==> src/rtl/arb_pkg.sv <==
`timescale 1ns/1ps
`default_nettype none
// ============================================================================
// Module   : arb_pkg
// Brief    : Shared sizes, state encoding and defaults for rr_arbiter8.
// Revision : 1.0 - initial release
// ============================================================================
package arb_pkg;

   localparam int ARB_NREQ     = 8;
   localparam int ARB_IDX_W    = 3;
   localparam int ARB_HOLD_MAX = 16;

   typedef enum logic {
      ST_IDLE  = 1'b0,
      ST_GRANT = 1'b1
   } arb_state_t;

endpackage
`default_nettype wire

==> src/rtl/grant_decode.sv <==
`timescale 1ns/1ps
`default_nettype none
// ============================================================================
// Module   : grant_decode
// Brief    : 3-to-8 one-hot decoder with enable; all zeros when disabled.
// Revision : 1.0 - initial release
// ============================================================================
module grant_decode
   import arb_pkg::*;
(
   input  logic [ARB_IDX_W-1:0] i_idx,
   input  logic                 i_en,
   output logic [ARB_NREQ-1:0]  o_onehot
);

   generate
      for (genvar i = 0; i < ARB_NREQ; i++) begin : g_bit
         assign o_onehot[i] = i_en && (i_idx == ARB_IDX_W'(i));
      end
   endgenerate

endmodule
`default_nettype wire

==> src/rtl/rr_arbiter8.sv <==
`timescale 1ns/1ps
`default_nettype none
// ============================================================================
// Module   : rr_arbiter8
// Brief    : 8-way round-robin arbiter, registered winner index, one-hot grant.
//            Optional forced release after HOLD_MAX cycles: ARB_TIMEOUT_EN.
// Revision : 1.0 - initial release
// ============================================================================
module rr_arbiter8
   import arb_pkg::*;
#(
   parameter int NREQ     = ARB_NREQ,
   parameter int HOLD_MAX = ARB_HOLD_MAX,
   parameter int CW       = 5
)
(
   input  logic                 clk,
   input  logic                 rst_n,
   input  logic [NREQ-1:0]      req,
   output logic [NREQ-1:0]      gnt,
   output logic [ARB_IDX_W-1:0] gnt_idx,
   output logic                 gnt_valid,
   output logic                 timeout
);

   generate
      if (NREQ != ARB_NREQ || (2 ** CW) <= HOLD_MAX) begin : g_bad_param
         $error("rr_arbiter8: NREQ must be 8 and 2**CW must exceed HOLD_MAX");
      end
   endgenerate

   arb_state_t           r_state;
   arb_state_t           w_state_nxt;
   logic [ARB_IDX_W-1:0] r_gnt_idx;
   logic [ARB_IDX_W-1:0] w_idx_nxt;
   logic [ARB_IDX_W-1:0] r_ptr;
   logic [ARB_IDX_W-1:0] w_ptr_nxt;
   logic [ARB_IDX_W-1:0] w_winner;
   logic [ARB_IDX_W-1:0] w_cand;
   logic                 w_found;
   logic                 w_gnt_valid;

`ifdef ARB_TIMEOUT_EN
   localparam logic [CW-1:0] c_hold_last = CW'(HOLD_MAX - 1);

   logic [CW-1:0] r_hold_cnt;
   logic [CW-1:0] w_hold_nxt;
   logic          r_timeout;
   logic          w_timeout_nxt;
`endif

   // Scan upward from ptr with 3-bit wrap; the last owner sits at ptr-1 so it loses ties.
   always_comb begin
      w_winner = r_ptr;
      w_cand   = r_ptr;
      w_found  = 1'b0;
      for (int k = 0; k < ARB_NREQ; k++) begin
         w_cand = r_ptr + ARB_IDX_W'(k);
         if (!w_found && req[w_cand]) begin
            w_winner = w_cand;
            w_found  = 1'b1;
         end
      end
   end

   always_comb begin
      w_state_nxt = r_state;
      w_idx_nxt   = r_gnt_idx;
      w_ptr_nxt   = r_ptr;
`ifdef ARB_TIMEOUT_EN
      w_hold_nxt    = r_hold_cnt;
      w_timeout_nxt = 1'b0;
`endif
      case (r_state)
         ST_IDLE: begin
`ifdef ARB_TIMEOUT_EN
            w_hold_nxt = '0;
`endif
            if (|req) begin
               w_state_nxt = ST_GRANT;
               w_idx_nxt   = w_winner;
            end
         end
         ST_GRANT: begin
`ifdef ARB_TIMEOUT_EN
            w_hold_nxt = r_hold_cnt + CW'(1);
`endif
            if (!req[r_gnt_idx]) begin
               w_state_nxt = ST_IDLE;
               w_ptr_nxt   = r_gnt_idx + ARB_IDX_W'(1);
            end
`ifdef ARB_TIMEOUT_EN
            // A voluntary release on the expiry cycle wins and suppresses the pulse.
            else if (r_hold_cnt == c_hold_last) begin
               w_state_nxt   = ST_IDLE;
               w_ptr_nxt     = r_gnt_idx + ARB_IDX_W'(1);
               w_timeout_nxt = 1'b1;
            end
`endif
         end
         default: w_state_nxt = ST_IDLE;
      endcase
   end

   always_ff @(posedge clk or negedge rst_n) begin
      if (!rst_n) begin
         r_state   <= ST_IDLE;
         r_gnt_idx <= '0;
         r_ptr     <= '0;
`ifdef ARB_TIMEOUT_EN
         r_hold_cnt <= '0;
         r_timeout  <= 1'b0;
`endif
      end else begin
         r_state   <= w_state_nxt;
         r_gnt_idx <= w_idx_nxt;
         r_ptr     <= w_ptr_nxt;
`ifdef ARB_TIMEOUT_EN
         r_hold_cnt <= w_hold_nxt;
         r_timeout  <= w_timeout_nxt;
`endif
      end
   end

   assign w_gnt_valid = (r_state == ST_GRANT);
   assign gnt_valid   = w_gnt_valid;
   assign gnt_idx     = r_gnt_idx;

`ifdef ARB_TIMEOUT_EN
   assign timeout = r_timeout;
`else
   assign timeout = 1'b0;
`endif

   grant_decode u_grant_decode (
      .i_idx    (r_gnt_idx),
      .i_en     (w_gnt_valid),
      .o_onehot (gnt)
   );

endmodule
`default_nettype wire
==> config.mk <==
export PLATFORM = sky130hd
export DESIGN_NAME = rr_arbiter8
export DESIGN_NICKNAME = d
export VERILOG_FILES = /design/src/rtl/arb_pkg.sv /design/src/rtl/grant_decode.sv /design/src/rtl/rr_arbiter8.sv
export SDC_FILE = /design/constraint.sdc
export NUM_CORES = 1
export LEC_CHECK = 0
export BUFFER_PORTS_ARGS = -buffer_cell sky130_fd_sc_hd__buf_2
export CAP_MARGIN = 20
export CORE_MARGIN = 8
export CORE_UTILIZATION = 52
export DETAILED_ROUTE_END_ITERATION = 7
export PLACE_DENSITY = 0.77
export SYNTH_ARGS = -nofsm -noshare
export SYNTH_HDL_FRONTEND = slang
export SYNTH_HIERARCHICAL = 1
export SYNTH_SLANG_ARGS = --single-unit
==> constraint.sdc <==
create_clock -name clk -period 3.4 [get_ports clk]
set_clock_uncertainty 0.15 [all_clocks]
set_input_delay 0.68 -clock clk [delete_from_list [all_inputs] [get_ports clk]]
set_output_delay 0.68 -clock clk [all_outputs]
set_load 0.02 [all_outputs]
# [After elaboration in Yosys (flattened, before gate mapping)]
# Cells that the tools add are included.
[totals] register_bits=7 inputBits=10 out_inout_bits=13 word_cells=90
[classes] addsub=8 magnitude_cmp=9 eq_ne=7 n_mux=35 bitwise=2 reduce_logical=26
[op_table] operator="$lt A3 B4 Y1 const B" n=9
[op_table] operator="$bmux W1 S3" n=9
[op_table] operator="$mux W3" n=7
[op_table] operator="$mux W1" n=18
[op_table] operator="$logic_and A1 B1 Y1" n=15
[op_table] operator="$add A3 B3 Y3 const B" n=4
[op_table] operator="$eq A3 B3 Y1 const B" n=4
[op_table] operator="$reduce_or A8 Y1" n=1
[op_table] operator="$logic_not A1 Y1" n=7
[op_table] operator="$add A3 B1 Y3 const B" n=2
[op_table] operator="$add A3 B2 Y3 const B" n=2
[op_table] operator="$eq A3 B2 Y1 const B" n=2
[op_table] operator="$reduce_and A2 Y1" n=2
[op_table] operator="$eq A3 B1 Y1 const B" n=1
[op_table] operator="$logic_not A3 Y1" n=1
[op_table] operator="$not A1 Y1" n=2
[op_table] operator="$pmux W1 S2" n=1

# [Logic depth before layout (Yosys ltp)]
# Gate-level depths: netlist of run 1.
[logic_depth] ltp_word=24 ltp_mapped=12 ltp_nobuf=8

# [Hierarchy]
# Netlist of run 1, hierarchy kept.
[by_module_without_submodules] module="rr_arbiter8" instances=1 cells_each=145 area_each_um2=1383.8
[by_module_without_submodules] module="grant_decode" instances=1 cells_each=8 area_each_um2=96.3

# [Worst setup path before layout of run 1]
# OpenSTA, ideal clock, no wires.
[synth_path] path_kind="register to register" startpoint="register r_ptr[1]" endpoint="register r_gnt_idx[0] (netlist: gnt_idx[0])" arrival_time_ns=2.965 slack_ns=0.157 path_stages_with_launch=13 n_path_buf=4 cell_sequence="dfrtp_1 > clkbuf_1 > clkbuf_1 > inv_1 > ha_1 > buf_6 > buf_8 > mux4_2 > mux2_4 > o22a_4 > nor4_2 > o31a_1 > o31ai_2"
[synth_between] elab_chain_len=24
[synth_lines] item="from (decl)" line_no="rr_arbiter8.sv:36" rtl="logic [ARB_IDX_W-1:0] r_ptr;"
[synth_lines] item="from (signal assigned)" line_no="rr_arbiter8.sv:117" rtl="r_ptr <= w_ptr_nxt;"
[synth_lines] item="branches (longest 23 deep; another with $add A3 B1 Y3)"
[synth_lines] item="$mux W3 (*)" line_no="rr_arbiter8.sv:59" rtl="if (!w_found && req[w_cand]) begin"
[synth_lines] item="to (signal assigned)" line_no="rr_arbiter8.sv:116" rtl="r_gnt_idx <= w_idx_nxt;"
[synth_lines] item="to (decl)" line_no="rr_arbiter8.sv:34" rtl="logic [ARB_IDX_W-1:0] r_gnt_idx;"
# Every way passes the cells marked *. The select of a mux whose other input is x is not followed.
# A chain may end at the register's enable or synchronous reset.

# [Worst setup path in the final report of run 1]
[layout_path] startpoint="register r_ptr[1]" endpoint="register r_gnt_idx[1] (netlist: gnt_idx[1])"
# Same word-level chain as after synthesis.

==> flow_metrics.env, run 1 <==
export IMPL_post_drt_via_cell_ratio=7.39
export IMPL_largest_net_degree_at_the_start_of_global_routing=18
export IMPL_synth_ff_type="dfrtp_1"
export IMPL_synth_simple_gate_area_share_pct=21.3
export IMPL_achievable_frequency_ghz=0.329
export IMPL_postSynth_asyncResetShare_pct=100
export IMPL_synth_distinct_cells=53
export IMPL_regToRegEndpoint="gnt_idx[1]"
export IMPL_globalRoute_totalOverflow=0
export IMPL_clock_path_buffers=2
export IMPL_sequential_cell_area_fraction_in_the_yosys_report_pct=11.8
export IMPL_synth_top_cell_area_share_pct=16.7
export IMPL_detail_route_wl_per_cell_um=20.3
export IMPL_max_cap_violations=0
export IMPL_critPathMaxStageDelay_ns=0.60
export IMPL_timing_hold_ws_ns=0.0908
export IMPL_yosys_mux_area_fraction_pct=34.6
export IMPL_finalWorstPathRequiredPeriod_ns=3.04
export IMPL_clock_tree_htree_level_count=1
export IMPL_drcViolationCount=0
export IMPL_die_height_um=69.4
export IMPL_groute_layer_met2_usage_pct=25.3
export IMPL_use_met1_pct=21.3
export IMPL_timing_critical_path_arrival_ns=3.06
export IMPL_syn_nets=166
export IMPL_clkSlewWorstSetupHoldPaths_ns=0.06
export IMPL_postSynthCellCount=153
export IMPL_first_global_vias=1409
export IMPL_top_usage_layer="met2"
export IMPL_antenna_found_initial=0
export IMPL_number_of_flops_mapped_to_enable_cells_by_yosys=0
export IMPL_post_route_util_pct=58.7
export IMPL_detail_route_antenna_nets=0
export IMPL_routabilityCongestion=1.07
export IMPL_synth_adder_area_share_pct=2.54
export IMPL_worst_setup_path_start_kind="flop"
export IMPL_worstSetupPathType="reg -> reg"
export IMPL_yosys_top_cells_count="11 x mux4_2, 11 x nand2_1, 8 x mux2i_1"
export IMPL_synth_area_top_cells="mux4_2 17%, dfrtp_1 12%, mux2i_1 5.4%, mux4_1 5.3%, mux2_2 5.3%"
export IMPL_routed_wl_mm=4.10
export IMPL_r2r_slack_ns=0.36
export IMPL_nets=185
export IMPL_global_route_usage_met3_pct=5.29
export IMPL_postCtsSetupRepairBufs=0
export IMPL_tritoncts="yes"
export IMPL_layout_setup_ws_ns=0.365
export IMPL_drive_gt1_share_pct=34.5
export IMPL_initial_utilization_pct=54.1
export IMPL_hold_class="in -> async"
export IMPL_timing_critical_path_slowest_stage_cell="mux4_1"
export IMPL_std_cell_rows=19
export IMPL_crit_path_end_kind="flop"
export IMPL_detail_route_iter0_violations=155
export IMPL_ys_ff_latch=7
export IMPL_worstPathMaxFanout=8
export IMPL_total_setup_violations_reported_at_the_end_of_the_flow=0
export IMPL_die_area_um2=4810
export IMPL_drt_pass1_iter_count=6
export IMPL_slew_headroom_pct=55.6
export IMPL_dp_slack_ns=0.418
export IMPL_cts_hold_buffers=0
export IMPL_synth_compound_area_share_pct=22.3
export IMPL_dp_hpwl_mm=3.01
export IMPL_status="finished, final reports clean"
export IMPL_cts_repair_resized=0
export IMPL_xor_xnor_share_of_the_synthesized_area_pct=1.78
export IMPL_numCtsBuffers=3
export IMPL_antenna_cells_inserted=0
export IMPL_r2r_start="r_ptr[1]"
export IMPL_timing_max_transition_violations_final=0
export IMPL_netlist_area_um2=1480
export IMPL_horizontal_die_dimension_um=69.4
export IMPL_layout_worst_path_cycle_share_pct=89.3
export IMPL_post_synth_top_area_cell="mux4_2"
export IMPL_layout_filler_cells=219
export IMPL_report_final_hold_viol_count=0
export IMPL_syn_to_final_growth_pct=8.37
export IMPL_rsz_0062_raised_after_global_routing="false"
export IMPL_critical_path_required_ns=3.42
export IMPL_path_cells="inv_1 -> ha_1 -> mux4_1 -> mux2_2 -> o22a_4 -> a2111oi_1 -> a221oi_1 -> a22oi_1"
export IMPL_grt_use_total_pct=16.5
export IMPL_yosys_warnings=6
export IMPL_place_port_buffers=21
export IMPL_cts_sinks=7
export IMPL_worst_margin_slew_ns=0.661
export IMPL_fp_coreArea_um2=2730
export IMPL_detailroute_via_count=1492
export IMPL_grt_pass1_wl_mm=6.90
export IMPL_r2r_cells=8
export IMPL_synth_top_family_by_area="multiplexers"
export IMPL_clock_latency_ns=0.26
export IMPL_buffer_type_at_the_clock_tree_root="clkbuf_4"
export IMPL_setup_total_negative_slack_ns=0
export IMPL_top_level_ports=23
export IMPL_postSynthAreaPerCell_um2=9.67
flip-flops by register name, summed over array words and instances (netlist names):
register   count
gnt_valid      1
r_ptr          3
gnt_idx        3
routing by layer:
layer	wire (um)	part of all wire, %
met3	304	7.4
met2	1920	47
met1	1790	44
met5	0	0
met4	78	1.9
final cells by class:
type	count	area, um^2	area share, %
Tap cell	31	38.8	2.42
Clock buffer	4	26.3	1.64
Multi-Input combinational cell	133	1220	76.4
Sequential cell	7	175	10.9
Inverter	3	11.3	0.702
Timing Repair Buffer	24	128	7.96
how the worst max path moves through the flow:
stage	start	endpoint	slack, ns	cells after the start
2_1_floorplan	r_ptr[1]	gnt_idx[0]	0.16	12
3_3_place_gp	r_ptr[0]	gnt_idx[1]	0.45	8
3_5_place_dp	r_ptr[0]	gnt_idx[1]	0.42	8
4_1_cts	r_ptr[0]	gnt_idx[1]	0.39	8
5_1_grt	r_ptr[0]	gnt_idx[2]	0.23	8
6_report	r_ptr[1]	gnt_idx[1]	0.36	8
cell families (layout without fill, tap and decap cells):
kind of cell / after synthesis / after routing
AND/OR/NAND/NOR: 50 / 50
AO/OA/AOI/OAI: 45 / 45
multiplexers: 31 / 31
buffers and inverters: 13 / 31
flip-flops: 7 / 7
adder cells (fa/ha/maj): 3 / 3
XOR/XNOR: 3 / 3
other: 1 / 1
placed cells by master (no fill, tap or decap), types with 2 or more instances in the layout:
master,synthesis,routed
ha_1,3,3
and4b_2,3,3
mux4_1,3,3
clkbuf_4,0,3
a21oi_1,7,7
buf_2,1,21
a221oi_1,2,2
o22a_1,2,2
and4bb_2,3,3
o21ai_0,5,5
nor4_1,5,5
dfrtp_1,7,7
inv_1,2,2
nor2_1,7,7
buf_4,1,3
xnor2_1,3,3
o22ai_1,6,6
nor3_1,6,6
a211oi_1,5,5
mux4_2,11,11
nand2_1,11,11
mux2_2,7,7
nand3_1,2,2
o21bai_1,2,2
nand2b_1,5,5
a22oi_1,4,4
mux2i_1,8,8
critical path: cells and delay by family, from the launching register on:
family | cells | cell delay, ns
multiplexers | 2 | 0.94
AO/OA/AOI/OAI | 4 | 0.94
adder cells (fa/ha/maj) | 1 | 0.49
flip-flops | 1 | 0.34
buffers and inverters | 1 | 0.07
through the flow:
stage	instances	instance area (um^2)
finish	202	1600
global route	202	1600
CTS	202	1600
detailed placement	198	1580
global placement	198	1580
floorplan	153	1480
Power of run 1 is not shown: default switching activity piles up to over one toggle a cycle in this logic, so the estimate is an artifact.
==> run 2, diff against run 1 <==
--- a/config.mk
+++ b/config.mk
@@ -5,12 +5,13 @@
 export SDC_FILE = /design/constraint.sdc
 export NUM_CORES = 1
 export LEC_CHECK = 0
+export ABC_AREA = 1
 export BUFFER_PORTS_ARGS = -buffer_cell sky130_fd_sc_hd__buf_2
 export CAP_MARGIN = 20
 export CORE_MARGIN = 8
-export CORE_UTILIZATION = 52
+export CORE_UTILIZATION = 50
 export DETAILED_ROUTE_END_ITERATION = 7
-export PLACE_DENSITY = 0.77
+export PLACE_DENSITY = 0.76
 export SYNTH_ARGS = -nofsm -noshare
 export SYNTH_HDL_FRONTEND = slang
 export SYNTH_HIERARCHICAL = 1
==> flow_metrics.env, run 2 <==
export IMPL_number_of_flops_mapped_to_enable_cells_by_yosys=0
export IMPL_first_global_vias=1278
export IMPL_buffer_type_at_the_clock_tree_root="clkbuf_4"
export IMPL_grt_pass1_wl_mm=5.53
export IMPL_yosys_warnings=6
export IMPL_placed_cells_incl_taps=247
export IMPL_sequential_cell_area_fraction_in_the_yosys_report_pct=14.8
export IMPL_layout_worst_path_cycle_share_pct=83.4
export IMPL_fin_cells=251
export IMPL_achievable_frequency_ghz=0.353
export IMPL_post_drt_via_cell_ratio=5.23
export IMPL_synth_top_cell_area_share_pct=22.3
export IMPL_worstSetupPathType="reg -> reg"
export IMPL_post_synth_top_area_cell="nand2_1"
export IMPL_postSynthAreaPerCell_um2=5.81
export IMPL_die_area_um2=4170
export IMPL_tritoncts="yes"
export IMPL_status="finished, final reports clean"
export IMPL_antenna_found_initial=0
export IMPL_place_port_buffers=21
export IMPL_routabilityCongestion=0.956
export IMPL_crit_path_end_kind="flop"
export IMPL_largest_net_degree_at_the_start_of_global_routing=16
export IMPL_regToRegEndpoint="gnt_idx[2]"
export IMPL_horizontal_die_dimension_um=64.6
export IMPL_r2r_cells=16
export IMPL_cts_repair_resized=0
export IMPL_cts_hold_buffers=0
export IMPL_numCtsBuffers=3
export IMPL_grt_use_total_pct=15.3
export IMPL_finalWorstPathRequiredPeriod_ns=2.84
export IMPL_detailroute_via_count=1313
export IMPL_clock_latency_ns=0.24
export IMPL_fp_coreArea_um2=2210
export IMPL_globalRoute_totalOverflow=0
export IMPL_cts_sinks=7
export IMPL_worst_setup_path_start_kind="flop"
export IMPL_worst_margin_slew_ns=0.651
export IMPL_syn_nets=216
export IMPL_report_final_hold_viol_count=0
export IMPL_postSynthCellCount=203
export IMPL_timing_max_transition_violations_final=0
export IMPL_setup_total_negative_slack_ns=0
export IMPL_slew_headroom_pct=56.6
export IMPL_layout_commonest_cell="nand2_1"
export IMPL_synth_area_top_cells="nand2_1 22%, dfrtp_1 15%, nand3_1 14%, inv_1 5.7%, nor2_1 5.4%"
export IMPL_postCtsSetupRepairBufs=0
export IMPL_netlist_area_um2=1180
export IMPL_critical_path_required_ns=3.38
export IMPL_detail_route_antenna_nets=0
export IMPL_clkSlewWorstSetupHoldPaths_ns=0.05
export IMPL_drive_gt1_share_pct=20.6
export IMPL_r2r_slack_ns=0.56
export IMPL_initial_utilization_pct=53.3
export IMPL_hold_class="in -> async"
export IMPL_ys_ff_latch=7
export IMPL_drt_pass1_iter_count=4
export IMPL_postSynth_asyncResetShare_pct=100
export IMPL_total_setup_violations_reported_at_the_end_of_the_flow=0
export IMPL_layout_filler_cells=230
export IMPL_detail_route_iter0_violations=89
export IMPL_clock_path_buffers=2
export IMPL_r2r_start="r_ptr[1]"
export IMPL_rsz_0062_raised_after_global_routing="false"
export IMPL_synth_ff_type="dfrtp_1"
export IMPL_die_height_um=64.6
export IMPL_clock_tree_htree_level_count=1
export IMPL_routed_wl_mm=3.05
export IMPL_detail_route_wl_per_cell_um=12.2
export IMPL_yosys_top_cells_count="70 x nand2_1, 33 x nand3_1, 18 x inv_1"
export IMPL_mostFrequentLayoutCells="70 x nand2_1, 33 x nand3_1, 21 x buf_2"
export IMPL_top_level_ports=23
export IMPL_std_cell_rows=17
export IMPL_synth_distinct_cells=31
export IMPL_nets=237
export IMPL_drcViolationCount=0
export IMPL_antenna_cells_inserted=0
export IMPL_syn_to_final_growth_pct=10.6
export IMPL_yosys_cell_count_top_type="nand2_1"
export IMPL_max_cap_violations=0
export IMPL_worstPathMaxFanout=11
export IMPL_dp_hpwl_mm=2.52
export IMPL_timing_critical_path_arrival_ns=2.82
==> run 2: changes by cell type after synthesis, moves of 5 or more <==
cell | previous run | this run
inv_1 | 2 | 18
mux4_2 | 11 | 0
a211oi_1 | 5 | 0
nor3_1 | 6 | 0
mux2_2 | 7 | 0
nand2_1 | 11 | 70
nand3_1 | 2 | 33
o22ai_1 | 6 | 0
nand2_2 | 0 | 8
nand2b_1 | 5 | 0
mux2i_1 | 8 | 0
nor2_1 | 7 | 17
==> run 2: layer usage <==
layer  vias to the layer above  wire [um]  global-route usage [%]
li1                        693          -                       -
met4                         0          6                    2.45
met5                         -          0                       0
met2                        42       1550                    28.2
met3                         2        181                    1.55
met1                       576       1310                    18.7
==> run 2: cells by family (layout without fill, tap and decap cells) <==
group / after synthesis / after routing / synth area share (%)
simple gates: 137 / 137 / 52.8
buf+inv: 29 / 49 / 11.5
compound gates: 20 / 20 / 9.44
flops: 7 / 7 / 14.8
xor+xnor: 6 / 6 / 7.95
fa+ha+maj: 3 / 3 / 3.18
other cells: 1 / 1 / 0.318
==> run 2: worst max path at each step <==
stage                         from         end  slack (ns)  cells past startpoint
after floorplan           r_ptr[1]  gnt_idx[2]        1.06                     17
after global placement    r_ptr[1]  gnt_idx[2]        0.63                     16
after detailed placement  r_ptr[1]  gnt_idx[2]        0.59                     16
after CTS                 r_ptr[1]  gnt_idx[2]        0.58                     16
after global routing      r_ptr[1]  gnt_idx[2]        0.19                     16
final                     r_ptr[1]  gnt_idx[2]        0.56                     16
==> run 2: critical path: stages, from the launching register on <==
cell	delay, ns
dfrtp_1	0.69
inv_4	0.10
ha_1	0.40
inv_2	0.14
nand3_1	0.10
nand2_2	0.10
nand2_1	0.06
nand2_2	0.09
inv_2	0.05
nor3_4	0.26
nand4_2	0.18
o21ai_1	0.12
inv_1	0.05
nand2_1	0.08
nand2_1	0.05
nand2_1	0.05
nand2_1	0.05
==> run 2: final cells by class <==
cell class	instances	area [um^2]	area share, %
clock buffers	4	26.3	2.01
inverters	24	93.8	7.19
repair buffers	21	105	8.05
well taps	28	35.0	2.68
multi-input cells	167	870	66.6
flip-flops and latches	7	175	13.4
==> run 2: per-stage QoR <==
| stage | setup slack (ns) | area, um^2 | util, % | hold WS (ns) |
|---|---|---|---|---|
| after floorplan | 1.06 | 1180 | - | 0.234 |
| after global placement | 0.629 | 1280 | 57.8 | 0.368 |
| after detailed placement | 0.588 | 1280 | 57.8 | 0.372 |
| after CTS | 0.585 | 1310 | 59.0 | 0.108 |
| after global routing | 0.194 | 1310 | 59.0 | 0.112 |
| final | 0.563 | 1310 | 59.0 | 0.108 |
Power of run 2 is left out for the same reason.
